--- src/rtl/mdio_responder.sv ---
// -----------------------------------------------------------------------------
// mdio_responder
//   Clause-22 MDIO management responder. It emulates a small PHY register file
//   so that management frames from the core complete deterministically when the
//   real PHY is strapped/unmanaged or absent. Runs in the rmii_osc domain and
//   oversamples MDC (clk must be >= 8x MDC).
//
//   Ports:
//     clk        50 MHz rmii_osc clock
//     rst        synchronous active-high reset
//     mdc        raw MDC from the master (asynchronous)
//     mdio_i     raw MDIO pin input (asynchronous)
//     mdio_o     MDIO drive value
//     mdio_oe    MDIO output enable (pad tristated when 0)
//     bmcr       current register 0 contents, exported to the RMII/MII glue
//     wr_strobe  one-clk pulse after any accepted write
//     wr_addr    register address of the last accepted write
//
//   Register map: 0 BMCR (RW), 1 BMSR (RO), 2 ID1, 3 ID2 (RO), 4 ANAR (RW),
//   5 ANLPAR (RO), 31 scratch (RW). Everything else reads 0, writes ignored.
//
//   Optional feature macro: MDIO_RESP_PREAMBLE_SUPPRESS_EN
//     defined   -> any run of >=1 ones then 0 starts a frame, a frame may follow
//                  a completed frame with no preamble, BMSR bit 6 reads 1.
//     undefined -> 32 ones required before every frame, BMSR bit 6 = BMSR_VAL[6].
// -----------------------------------------------------------------------------
module mdio_responder #(
    parameter logic [4:0]  PHYAD      = 5'd1,
    parameter logic [15:0] ID1        = 16'h0007,
    parameter logic [15:0] ID2        = 16'hC0F1,
    parameter logic [15:0] BMSR_VAL   = 16'h782D,
    parameter logic [15:0] ANAR_RST   = 16'h01E1,
    parameter logic [15:0] ANLPAR_VAL = 16'h45E1
) (
    input  logic        clk,
    input  logic        rst,
    input  logic        mdc,
    input  logic        mdio_i,
    output logic        mdio_o,
    output logic        mdio_oe,
    output logic [15:0] bmcr,
    output logic        wr_strobe,
    output logic [4:0]  wr_addr
);

    localparam logic [15:0] BMCR_RST    = 16'h3100;
    localparam logic [15:0] SCRATCH_RST = 16'h0000;

`ifdef MDIO_RESP_PREAMBLE_SUPPRESS_EN
    localparam logic        PRE_SUPPRESS = 1'b1;
    localparam logic [15:0] BMSR_RD      = BMSR_VAL | 16'h0040;
`else
    localparam logic        PRE_SUPPRESS = 1'b0;
    localparam logic [15:0] BMSR_RD      = BMSR_VAL;
`endif

    typedef enum logic [3:0] {
        S_PRE, S_ST2, S_OP, S_PHY, S_REG, S_TA, S_RD, S_WR, S_SKIP
    } state_t;

    // Synchronizers and MDC edge register
    logic mdc_meta_q, mdc_sync_q, mdc_dly_q;
    logic mdio_meta_q, mdio_sync_q;
    logic mdc_rise, mdio_bit;

    always_ff @(posedge clk) begin
        if (rst) begin
            mdc_meta_q  <= 1'b0;
            mdc_sync_q  <= 1'b0;
            mdc_dly_q   <= 1'b0;
            mdio_meta_q <= 1'b1;
            mdio_sync_q <= 1'b1;
        end else begin
            mdc_meta_q  <= mdc;
            mdc_sync_q  <= mdc_meta_q;
            mdc_dly_q   <= mdc_sync_q;
            mdio_meta_q <= mdio_i;
            mdio_sync_q <= mdio_meta_q;
        end
    end

    // mdio goes through the same two-flop delay as mdc, so the synced data bit
    // lines up with the detected rise.
    assign mdc_rise = mdc_sync_q & ~mdc_dly_q;
    assign mdio_bit = mdio_sync_q;

    // State
    state_t      state_q, state_d;
    logic [4:0]  bit_cnt_q, bit_cnt_d;
    logic [5:0]  pre_cnt_q, pre_cnt_d;
    logic        sup_ok_q, sup_ok_d;     // last frame completed: ST may follow directly
    logic [15:0] sr_q, sr_d;
    logic [4:0]  regadr_q, regadr_d;
    logic        op_rd_q, op_rd_d;
    logic        mdio_o_q, mdio_o_d;
    logic        mdio_oe_q, mdio_oe_d;
    logic [15:0] bmcr_q, bmcr_d;
    logic [15:0] anar_q, anar_d;
    logic [15:0] scratch_q, scratch_d;
    logic        wr_strobe_q, wr_strobe_d;
    logic [4:0]  wr_addr_q, wr_addr_d;

    logic [15:0] sr_shift;
    logic [15:0] rd_val;
    logic        start_ok;
    logic        wr_req;

    assign sr_shift = {sr_q[14:0], mdio_bit};
    assign start_ok = (pre_cnt_q == 6'd32) |
                      (PRE_SUPPRESS & (sup_ok_q | (pre_cnt_q != 6'd0)));

    always_comb begin
        rd_val = 16'h0000;
        case (regadr_q)
            5'd0:    rd_val = bmcr_q;
            5'd1:    rd_val = BMSR_RD;
            5'd2:    rd_val = ID1;
            5'd3:    rd_val = ID2;
            5'd4:    rd_val = anar_q;
            5'd5:    rd_val = ANLPAR_VAL;
            5'd31:   rd_val = scratch_q;
            default: rd_val = 16'h0000;
        endcase
    end

    // Frame FSM: every action happens on a detected MDC rise.
    always_comb begin
        state_d   = state_q;
        bit_cnt_d = bit_cnt_q;
        pre_cnt_d = pre_cnt_q;
        sup_ok_d  = sup_ok_q;
        sr_d      = sr_q;
        regadr_d  = regadr_q;
        op_rd_d   = op_rd_q;
        mdio_o_d  = mdio_o_q;
        mdio_oe_d = mdio_oe_q;
        wr_req    = 1'b0;
        if (mdc_rise) begin
            case (state_q)
                S_PRE: begin
                    if (mdio_bit) begin
                        if (pre_cnt_q != 6'd32) pre_cnt_d = pre_cnt_q + 6'd1;
                    end else begin
                        pre_cnt_d = 6'd0;
                        if (start_ok) begin
                            state_d  = S_ST2;
                            sup_ok_d = 1'b0;
                        end
                    end
                end
                S_ST2: begin
                    bit_cnt_d = 5'd0;
                    state_d   = mdio_bit ? S_OP : S_SKIP;
                end
                S_OP: begin
                    sr_d      = sr_shift;
                    bit_cnt_d = bit_cnt_q + 5'd1;
                    if (bit_cnt_q == 5'd1) begin
                        bit_cnt_d = 5'd0;
                        case (sr_shift[1:0])
                            2'b10:   begin op_rd_d = 1'b1; state_d = S_PHY; end
                            2'b01:   begin op_rd_d = 1'b0; state_d = S_PHY; end
                            default: state_d = S_SKIP;
                        endcase
                    end
                end
                S_PHY: begin
                    sr_d      = sr_shift;
                    bit_cnt_d = bit_cnt_q + 5'd1;
                    if (bit_cnt_q == 5'd4) begin
                        bit_cnt_d = 5'd0;
                        state_d   = (sr_shift[4:0] == PHYAD) ? S_REG : S_SKIP;
                    end
                end
                S_REG: begin
                    sr_d      = sr_shift;
                    bit_cnt_d = bit_cnt_q + 5'd1;
                    if (bit_cnt_q == 5'd4) begin
                        bit_cnt_d = 5'd0;
                        regadr_d  = sr_shift[4:0];
                        state_d   = S_TA;
                    end
                end
                S_TA: begin
                    if (bit_cnt_q == 5'd0) begin
                        bit_cnt_d = 5'd1;
                        if (op_rd_q) begin
                            // master has released the line: load data, drive TA0 = 0
                            sr_d      = rd_val;
                            mdio_oe_d = 1'b1;
                            mdio_o_d  = 1'b0;
                        end
                    end else begin
                        bit_cnt_d = 5'd0;
                        state_d   = op_rd_q ? S_RD : S_WR;
                        if (op_rd_q) begin
                            mdio_o_d = sr_q[15];
                            sr_d     = {sr_q[14:0], 1'b0};
                        end
                    end
                end
                S_RD: begin
                    if (bit_cnt_q == 5'd15) begin
                        // master has just sampled D0
                        mdio_oe_d = 1'b0;
                        mdio_o_d  = 1'b1;
                        state_d   = S_PRE;
                        pre_cnt_d = 6'd0;
                        sup_ok_d  = 1'b1;
                    end else begin
                        bit_cnt_d = bit_cnt_q + 5'd1;
                        mdio_o_d  = sr_q[15];
                        sr_d      = {sr_q[14:0], 1'b0};
                    end
                end
                S_WR: begin
                    sr_d = sr_shift;
                    if (bit_cnt_q == 5'd15) begin
                        wr_req    = 1'b1;
                        state_d   = S_PRE;
                        pre_cnt_d = 6'd0;
                        sup_ok_d  = 1'b1;
                    end else begin
                        bit_cnt_d = bit_cnt_q + 5'd1;
                    end
                end
                S_SKIP: begin
                    if (bit_cnt_q == 5'd17) begin
                        state_d   = S_PRE;
                        pre_cnt_d = 6'd0;
                        sup_ok_d  = 1'b0;
                    end else begin
                        bit_cnt_d = bit_cnt_q + 5'd1;
                    end
                end
                default: state_d = S_PRE;
            endcase
            if (state_d == S_SKIP && state_q != S_SKIP) begin
                bit_cnt_d = 5'd0;
                sup_ok_d  = 1'b0;
            end
        end
    end

    // Register file. A pending BMCR soft reset outranks any write landing on
    // the same clk; the write is dropped and no strobe is issued.
    always_comb begin
        bmcr_d      = bmcr_q;
        anar_d      = anar_q;
        scratch_d   = scratch_q;
        wr_strobe_d = 1'b0;
        wr_addr_d   = wr_addr_q;
        if (bmcr_q[15]) begin
            bmcr_d    = BMCR_RST;
            anar_d    = ANAR_RST;
            scratch_d = SCRATCH_RST;
        end else if (wr_req) begin
            case (regadr_q)
                5'd0: begin
                    bmcr_d = sr_shift; wr_strobe_d = 1'b1; wr_addr_d = regadr_q;
                end
                5'd4: begin
                    anar_d = sr_shift; wr_strobe_d = 1'b1; wr_addr_d = regadr_q;
                end
                5'd31: begin
                    scratch_d = sr_shift; wr_strobe_d = 1'b1; wr_addr_d = regadr_q;
                end
                default: ;
            endcase
        end
    end

    always_ff @(posedge clk) begin
        if (rst) begin
            state_q     <= S_PRE;
            bit_cnt_q   <= 5'd0;
            pre_cnt_q   <= 6'd0;
            sup_ok_q    <= 1'b0;
            sr_q        <= 16'h0000;
            regadr_q    <= 5'd0;
            op_rd_q     <= 1'b0;
            mdio_o_q    <= 1'b1;
            mdio_oe_q   <= 1'b0;
            bmcr_q      <= BMCR_RST;
            anar_q      <= ANAR_RST;
            scratch_q   <= SCRATCH_RST;
            wr_strobe_q <= 1'b0;
            wr_addr_q   <= 5'd0;
        end else begin
            state_q     <= state_d;
            bit_cnt_q   <= bit_cnt_d;
            pre_cnt_q   <= pre_cnt_d;
            sup_ok_q    <= sup_ok_d;
            sr_q        <= sr_d;
            regadr_q    <= regadr_d;
            op_rd_q     <= op_rd_d;
            mdio_o_q    <= mdio_o_d;
            mdio_oe_q   <= mdio_oe_d;
            bmcr_q      <= bmcr_d;
            anar_q      <= anar_d;
            scratch_q   <= scratch_d;
            wr_strobe_q <= wr_strobe_d;
            wr_addr_q   <= wr_addr_d;
        end
    end

    assign mdio_o    = mdio_o_q;
    assign mdio_oe   = mdio_oe_q;
    assign bmcr      = bmcr_q;
    assign wr_strobe = wr_strobe_q;
    assign wr_addr   = wr_addr_q;

endmodule

--- config.mk ---
export PLATFORM = sky130hd
export DESIGN_NAME = mdio_responder
export DESIGN_NICKNAME = d
export VERILOG_FILES = /design/src/rtl/mdio_responder.sv
export SDC_FILE = /design/constraint.sdc
export NUM_CORES = 1
export LEC_CHECK = 0
export CORE_MARGIN = 5
export CORE_UTILIZATION = 45
export DETAILED_ROUTE_END_ITERATION = 6
export PLACE_DENSITY = 0.69
export SYNTH_ARGS = -nofsm -noshare
export SYNTH_HDL_FRONTEND = slang
export SYNTH_SLANG_ARGS = --single-unit
--- constraint.sdc ---
create_clock -name clk -period 2.7 [get_ports clk]
set_input_delay 0.27 -clock clk [delete_from_list [all_inputs] [get_ports clk]]
set_output_delay 0.27 -clock clk [all_outputs]
set_load 0.01 [all_outputs]
# Word level (Yosys, flattened, before mapping)
# Cells that the tools add are included.
# totals
ff_bits,98
output_inout_bits,24
word_cells,134
inputBits,4
# op_classes
addsub,2
n_reduce_logical,28
n_bitwise,5
muxes,46
n_eq_ne,34
# op_table
operator,n
$pmux W16 S7,1
$mux W16,4
$mux W4,12
$pmux W16 S3,1
$pmux W4 S8,1
$pmux W5 S6,1
$mux W5,5
$mux W6,4
$pmux W6 S3,1
$eq A4 B3 Y1 const B,4
$eq A5 B1 Y1 const B,3
$eq A5 B3 Y1 const B,3
$mux W1,13
$reduce_and A4 Y1,3
$eq A5 B2 Y1 const B,2
$eq A5 B5 Y1 const B,2
$logic_not A5 Y1,2
$ne A2 B2 Y1 const B,5
$reduce_and A5 Y1,2
$reduce_and A3 Y1,3
$eq A4 B2 Y1 const B,2
$eq A4 B4 Y1 const B,2
$reduce_or A2 Y1,4
$reduce_or A4 Y1,2
other kinds (22),33

# Longest topological paths before layout
# logic_depth
word_depth,10
ltp_mapped,10
ltp_nobuf,8

# Least setup slack after synthesis
# OpenSTA, ideal clock, no wires.
# synth_timing
path_type,register -> register
from,register bit_cnt_q[0]
to,register anar_q[0]
arrival_time_ns,2.202
setup_time_ns,0.134
synth_period_minus_slack_ns,2.336
n_path_buf,2
stages_incl_launch_ff,11
setup_slack_ns,0.364
t_required_ns,2.566
path_cell_list,dfxtp_1 -> ha_1 -> and3_1 -> ha_1 -> and2_2 -> nand3_4 -> or4b_1 -> buf_4 -> buf_6 -> mux2i_1 -> nand2_1
# synth_via
elab_chain_cells,5
# synth_lines
element,line,rtl
start: declaration,89,"logic [4:0] bit_cnt_q, bit_cnt_d;"
start signal: assignment,291,bit_cnt_q <= bit_cnt_d;
$eq A5 B4 Y1,218,if (bit_cnt_q == 5'd15) begin
$mux W1,218,
$mux W1,139,case (state_q)
$mux W1,138,if (mdc_rise) begin
$reduce_and A2 Y1 (no source line),-,
end signal: assignment,300,anar_q <= anar_d;
end: declaration,98,"logic [15:0] anar_q, anar_d;"
# No other way between the ends.
# A chain may end at the register's enable or synchronous reset.

# Worst setup path after layout
# layout_timing
from,register bit_cnt_q[0]
to,register anar_q[4]
# The elaborated chain is that of the path after synthesis.

==> results.ini <==
[clocking]
clockBufferDepth=2
htreeDepth=3
postCtsSetupBuffers=0
postCtsResizedCells=0
cts_hold_buffers=0
cts_tree=done
cts_buffers=9
path_clk_slew_ps=100
clock_latency_ps=380
cts.sinks=98
clockRootBuffer=clkbuf_8

[synthesis]
synth-edff-count=0
syn_inst=545
ys_async_sr_fraction_pct=0
synth_commonest_cells=98 x dfxtp_1, 79 x nor2_1, 54 x mux2i_1
synth-seq-cells=98
yosys.area.top_type=dfxtp_1
yosysSeqAreaShare_pct=40.69
yosys_warnings=0
ys_types=65
syn-cell-area_mm2=0.004822
synth_nets=556
post_synth.cell_area_avg_um2=8.848
synth_most_common_cell=dfxtp_1
synthTopCellsByArea=dfxtp_1 41%, mux2i_1 11%, nor2_1 6.1%
synth-main-ff-cell=dfxtp_1
synth_top_area_share_pct=40.69

[sta]
rsz0062_at_grt=no
finalCritPeriodShare_pct=91.68
tightest_slew_ps=809.1
finalSetupViolations=0
setup_tns_ps=0
fin_crit_ps=2475
slew-limit-headroom_pct=46.06
timing.fmax_ghz=0.4040
fin_ws_ps=224.6
finalHoldViolCount=0
maxSlewViolCount=0
fin_skew_ps=12.53

[placed_design]
pre_cts_slack_ps=230.5
post-dp-hpwl_um=8001
post_dp_cell_area_mm2=0.005278
gp_congestion=0.9111
numPortBuffers=27

[worst_hold_path]
hold_class=input pin to flop

[die]
fp-row-count=37
die_area_mm2=0.01289
core-area_mm2=0.01037
die_h_um=113.5
io_pins=28
fp.dieW_um=113.5
start_util_pct=46.50

[final_layout]
drive_above_1_share_pct=11.54
design_area_mm2=0.005488
area_delta_synth_final_pct=13.80
diodes=0
fill_cells=970
fin_nets=578

[detailed_routing]
viasPerCell=5.867
vias=4154
wl_per_cell_um=16.65
totalWireLength_um=11790
route.detailed.drc=0
drtAntennaViolNets=0
drtIter0Drc=288
first_pass_iters=5

[setup_path]
worst_ep_required_time_ps=2930
cp_max_fo=8
cp-end-kind=flop
crit_type=flop to flop
startpoint_type=flop
cp.arrival_ps=2710

[global_routing]
grt_max_degree=41
grt_pass1_vias=4094
overflow=0
grt_usage_pct=19.38
grt_pass1_wl_um=20410
antenna_found_initial=0

[status]
status=completed

[power]
ir_drop_v=0.0002261
p_leak_nw=2.121
powerDensity_mw_per_mm2=469.7

[flow_run]
drv_cap=0

-- placed cells by master, fill, tap and decap left out, types with 3 or more instances in the layout --
cell	count
and3_1	5
or2_2	4
dfxtp_1	98
nor4b_1	5
o31ai_1	3
o21ai_0	11
clkbuf_8	10
or3b_2	3
nor4_1	5
or3_1	6
nand3_1	6
nand2b_1	13
a22o_1	9
a211o_1	6
a31oi_1	3
nor2_1	79
or4b_1	3
a221oi_1	15
nor2b_1	14
nand3b_1	3
inv_1	14
nand2_1	20
clkdlybuf4s50_1	26
ha_1	7
a21oi_1	33
or4_1	4
buf_4	27
mux2i_1	54
nor3_1	30
-- routing by layer --
metal / share of wire (%) / GRT usage [%]
met2: 48 / 31.33
met3: 6.2 / 3.820
met5: 0 / 0
met4: 1.9 / 6.971
met1: 44 / 25.71
-- state kept, by name, summed over array words and instances, names as in the netlist, 4 cells and up --
signal     count
regadr_q       5
sr_q          16
state_q        4
bit_cnt_q      5
bmcr          16
wr_addr        5
pre_cnt_q      6
scratch_q     16
anar_q        16
-- cell type report --
class | count | area (µm²) | share of cell area, %
tap | 136 | 170.2 | 3.101
inverter | 14 | 52.55 | 0.9576
multi-input combinational | 389 | 2605 | 47.47
clock inverter | 6 | 72.57 | 1.322
timing repair buffer | 55 | 488.0 | 8.892
clock buffer | 10 | 137.6 | 2.508
sequential | 98 | 1962 | 35.75
-- where the power goes --
group	internal [mW]	switching [mW]
sequential	1.45	0.0122
clock	0.463	0.539
combinational	0.0378	0.0727
-- path summary, 6_finish.rpt --
check | from | slack (ps) | end | cells past startpoint
max reg2reg | bit_cnt_q[0] | 220 | anar_q[4] | 9
min reg2reg | mdio_meta_q | 410 | mdio_bit | 1
max | bit_cnt_q[0] | 220 | anar_q[4] | 9
min | rst | 350 | mdc_meta_q | 2
-- critical path: stages, from the launching register on --
cell and delay [ps]:
dfxtp_1 430, ha_1 210, and3_1 160, ha_1 180, and2_2 230, nand3_4 130
or4b_1 570, buf_4 210, mux2i_1 160, nor2_1 60
-- kinds of logic after synthesis --
kind of cell | after synthesis | synth area share, %
buffers and inverters | 58 | 5.345
adders and majority gates | 7 | 1.816
DFF | 98 | 40.68
AOI/OAI and AO/OA | 104 | 15.28
and+or+nand+nor | 221 | 25.01
muxes | 56 | 11.68
xor gates and xnor gates | 1 | 0.1817
-- through the flow --
| stage | util [%] | cells | power, mW | hold WS, ps |
|---|---|---|---|---|
| finish | 52.92 | 708 | 2.578 | 349.3 |
| global route | 52.92 | 708 | 2.689 | 365.9 |
| CTS | 52.92 | 708 | 2.602 | 344.4 |
| detailed placement | 50.89 | 692 | 1.608 | 394.5 |
| global placement | 50.89 | 692 | 1.606 | 392.1 |
| floorplan | - | 545 | 1.573 | 373.8 |
Note: power is estimated with default switching activity, not from simulation.
==> RTL edit 1 (same flow settings) <==
Register the inputs `mdc` and `mdio_i` before use, cleared by the reset. The logic sees them one clock later.
--- a/src/rtl/mdio_responder.sv
+++ b/src/rtl/mdio_responder.sv
@@ -58,6 +58,19 @@
         S_PRE, S_ST2, S_OP, S_PHY, S_REG, S_TA, S_RD, S_WR, S_SKIP
     } state_t;
 
+    logic mdc_q;
+    logic mdio_q;
+
+    always_ff @(posedge clk) begin
+        if (rst) begin
+            mdc_q  <= '0;
+            mdio_q <= '0;
+        end else begin
+            mdc_q  <= mdc;
+            mdio_q <= mdio_i;
+        end
+    end
+
     // Synchronizers and MDC edge register
     logic mdc_meta_q, mdc_sync_q, mdc_dly_q;
     logic mdio_meta_q, mdio_sync_q;
@@ -71,10 +84,10 @@
             mdio_meta_q <= 1'b1;
             mdio_sync_q <= 1'b1;
         end else begin
-            mdc_meta_q  <= mdc;
+            mdc_meta_q  <= mdc_q;
             mdc_sync_q  <= mdc_meta_q;
             mdc_dly_q   <= mdc_sync_q;
-            mdio_meta_q <= mdio_i;
+            mdio_meta_q <= mdio_q;
             mdio_sync_q <= mdio_meta_q;
         end
     end
Behaviour: no difference found for any inputs over 10 cycles, from zero or initial values and one cycle with rst high; that may be too few to reach the edited logic, so the function may still have changed.
==> RTL edit 1 against the original RTL <==
Synthesized cell count grew 8.4%. Die area grew 0.19%. Sequential cell count grew 2. Synthesized area grew 0.21%. Power grew 2.4%. Global-route usage grew 1.1 points. Clock skew is essentially flat. Highest routed layer unchanged. Setup slack gained 0.053 ns. Wire length grew 9.9%. Cell area is essentially flat.
==> RTL edit 1: results <==
[layout]
clk_share = 0.03879
drive_above_1_share = 0.09135
bufAreaShareNonClock = 0.08350
sh_seq_area = 0.3650
ff_latch_area_sq_um = 2002
fin_nets = 620
fillers = 1002
inv_count = 13
final_cells = 749
multi_input_comb_cells = 433
multi_input_area_sq_um = 2592

[global_route]
grt_usage = 0.2043
met1_usage = 0.2821
grt_max_degree = 40
grtUsageMet2 = 0.3235
grt_pass1_vias = 4207
grt_pass1_wl_microns = 21510

[detailed_routing]
vias = 4482
wl_met3_microns = 740
finalWirelength_microns = 12950
met1_length_microns = 6089
wl_met2_microns = 5965
dr.first_iter.drc_count = 409

[placed_design]
globalplace.congestion = 0.9249
placed_area_sq_um = 5271
dp_hpwl_microns = 8511

[clocking]
cts_buffers = 9
cts_resized = 0

[logic_synthesis]
synth.area.top_cells = dfxtp_1 41%, a21oi_1 6.6%, nand2_1 5.7%, o21ai_0 5.0%, mux2i_1 4.6%
ys_types = 68
ys_seq_elements = 100
syn_nets = 602
synth_commonest_cells = 100 x dfxtp_1, 73 x nand2_1, 64 x a21oi_1, 48 x o21ai_0, 46 x nor2_1
yosysSeqAreaShare = 0.4143
syn_avg_cell_area_sq_um = 8.176

[power]
switching_share = 0.2297
pg_comb_w = 0.0000907
p_leak_nw = 1.935
ir_drop_uv = 473.6
p_seq_frac = 0.564

[timing]
relSlewSlack = 0.4547

[setup_path]
critPathMaxFanout = 12
critPathArrivalTime_ns = 2.72
crit_path_max_incr_delay_ns = 0.59

[min_path]
hold_class = reg -> reg

[run_status]
status = complete, no violations
RTL edit 1: changes by cell type after synthesis, moves of 12 or more:
cell,unedited run,this run
a22oi_1,0,12
nor2_1,79,46
nor3_1,30,9
o21ai_0,11,48
a21oi_1,33,64
mux2i_1,54,22
a221oi_1,15,0
nand2_1,20,73
nand3_1,6,19
RTL edit 1: cells by family (layout without fill, tap and decap cells):
logic type | count (synthesis) | count (layout) | synth area share
and+or+nand+nor | 215 | 215 | 0.2248
AOI/OAI and AO/OA | 188 | 188 | 0.2439
DFF | 100 | 100 | 0.4143
buffers and inverters | 58 | 80 | 0.05153
muxes | 22 | 22 | 0.04557
adders and majority gates | 7 | 7 | 0.01812
xor gates and xnor gates | 1 | 1 | 0.001813
RTL edit 1: worst max-delay path, delay by kind of cell, from the launching register on:
kind / cells / cell delay, ns
DFF: 1 / 0.40
and+or+nand+nor: 3 / 1.07
AOI/OAI and AO/OA: 3 / 0.45
adders and majority gates: 2 / 0.43
RTL edit 1: metrics by stage:
| stage | setup WS [ns] | hold WS (ns) | util |
|---|---|---|---|
| 4_1_cts | 0.3025 | 0.4235 | 0.5265 |
| 2_1_floorplan | 0.3672 | 0.3895 | - |
| 5_1_grt | 0.09208 | 0.4365 | 0.5265 |
| 3_3_place_gp | 0.4401 | 0.3971 | 0.5061 |
| 6_report | 0.2777 | 0.4196 | 0.5265 |
| 3_5_place_dp | 0.3276 | 0.3958 | 0.5061 |
RTL edit 1: worst paths after layout:
check	startpoint	end	slack (ns)	cells after the start
setup reg to reg	bit_cnt_q[1]	pre_cnt_q[3]	0.28	8
setup / recovery	bit_cnt_q[1]	pre_cnt_q[3]	0.28	8
hold reg to reg	mdio_meta_q	mdio_bit	0.42	1
hold / removal	mdio_meta_q	mdio_bit	0.42	1
==> RTL edit 2 (same flow settings) <==
Made on the original files. Add a define of `MDIO_RESP_PREAMBLE_SUPPRESS_EN`.
--- a/src/rtl/mdio_responder.sv
+++ b/src/rtl/mdio_responder.sv
@@ -24,6 +24,8 @@
 //                  a completed frame with no preamble, BMSR bit 6 reads 1.
 //     undefined -> 32 ones required before every frame, BMSR bit 6 = BMSR_VAL[6].
 // -----------------------------------------------------------------------------
+`define MDIO_RESP_PREAMBLE_SUPPRESS_EN
+
 module mdio_responder #(
     parameter logic [4:0]  PHYAD      = 5'd1,
     parameter logic [15:0] ID1        = 16'h0007,
Check against the original RTL: no difference found for any inputs over 10 cycles, from zero or initial values and one cycle with rst high; that may be too few to reach the edited logic, so the function may still have changed.
==> RTL edit 2 against the original RTL <==
Sequential cell count up 1. Setup slack better by 0.047 ns. Utilization down 1.3 points. Wire length up 10%. Cell area up 1.1%. Hold slack better by 0.071 ns. Die area up 1.6%. Clock skew down 0.00095 ns. Highest routed layer unchanged. Synthesized area up 1.7%. Non-clock buffer count down 1. Power about the same.
==> RTL edit 2: results <==
[detailed_routing]
dr.first_iter.drc_count = 326
vias = 4483
wl_per_cell_microns = 17.03

[clocking]
clk_latency_ns = 0.36
cts_resized = 0
cts_root_buffer = clkbuf_8

[timing]
period_needed_ns = 2.428
worstMarginPinSlew_ns = 0.8024
fin_worst_skew_ns = 0.01158

[placed_design]
globalplace.congestion = 0.8783
dp_slack_ns = 0.2967
placed_area_sq_um = 5360
dp_hpwl_microns = 8734

[global_route]
grt_pass1_wl_microns = 21760
grt_max_degree = 40
met1_usage = 0.2557
grt_usage = 0.2030
grt_pass1_vias = 4420
grtUsageMet2 = 0.3539
grt.busiest_layer = met2
met3_usage = 0.03488

[setup_path]
crit_slowest_cell = or4_1
cp_top_family = simple AND/OR/NAND/NOR gates
critPathMaxFanout = 12
critPathArrivalTime_ns = 2.72
rr_worst_depth = 8
crit_path_max_incr_delay_ns = 0.52
r2r_end = pre_cnt_q[5]

[power]
p_leak_nw = 1.921
ir_drop_uv = 262.7

[logic_synthesis]
syn_nets = 609
yosysSeqAreaShare = 0.4040
synth_commonest_cells = 99 x dfxtp_1, 75 x nand2_1, 56 x a21oi_1, 53 x nor2_1, 44 x o21ai_0
synth.area.top_cells = dfxtp_1 40%, nand2_1 5.7%, a21oi_1 5.7%, mux2i_1 4.7%, o21ai_0 4.5%

[layout]
fin_nets = 628
diodes = 0
drive_above_1_share = 0.09662

[run_status]
status = complete, no violations
==> RTL edit 2: how the worst min path moves through the flow <==
stage / from / to / slack, ns / depth (start not counted)
after detailed placement: mdio_meta_q / mdio_bit / 0.41 / 1
after CTS: mdio_meta_q / mdio_bit / 0.42 / 1
after global routing: mdio_meta_q / mdio_bit / 0.43 / 1
final: mdio_meta_q / mdio_bit / 0.42 / 1
after floorplan: mdio_i / mdio_meta_q / 0.37 / 1
after global placement: mdio_meta_q / mdio_bit / 0.40 / 1
==> RTL edit 2: logic make-up (layout without fill, tap and decap cells) <==
family,Yosys count,in the layout,share of synthesized area
compound gates,169,169,0.2183
xor+xnor,2,2,0.003571
fa+ha+maj,7,7,0.01785
buf+inv,57,80,0.05177
flops,99,99,0.4040
mux,23,23,0.04693
simple gates,241,241,0.2576
==> RTL edit 2: stage by stage <==
stage | util | cells | hold WS, ns
6_report | 0.5165 | 761 | 0.4200
5_1_grt | 0.5165 | 761 | 0.4305
4_1_cts | 0.5165 | 761 | 0.4246
3_5_place_dp | 0.4988 | 746 | 0.4067
3_3_place_gp | 0.4988 | 746 | 0.4002
2_1_floorplan | - | 598 | 0.3738
==> RTL edit 2: area by class of cell <==
cell class / instances / area [sq um]
fillers: 1051 / 5195
multi-input cells: 442 / 2676
flip-flops and latches: 99 / 1982
repair buffers: 54 / 485.5
well taps: 140 / 175.2
clock buffers: 10 / 127.6
clock inverters: 5 / 62.56
inverters: 11 / 41.29
==> RTL edit 2: power by group <==
part           internal, W  switching (W)  total [W]
combinational    0.0000448      0.0000874   0.000132
sequential         0.00147      0.0000155    0.00148
clock             0.000429       0.000530   0.000959
total              0.00194       0.000633    0.00258
==> RTL edit 2: per-layer routing <==
layer	wire, microns	vias to the layer above
met2	6417	138
met4	221	0
li1	-	2193
met1	5630	2132
met3	691	20
met5	0	-
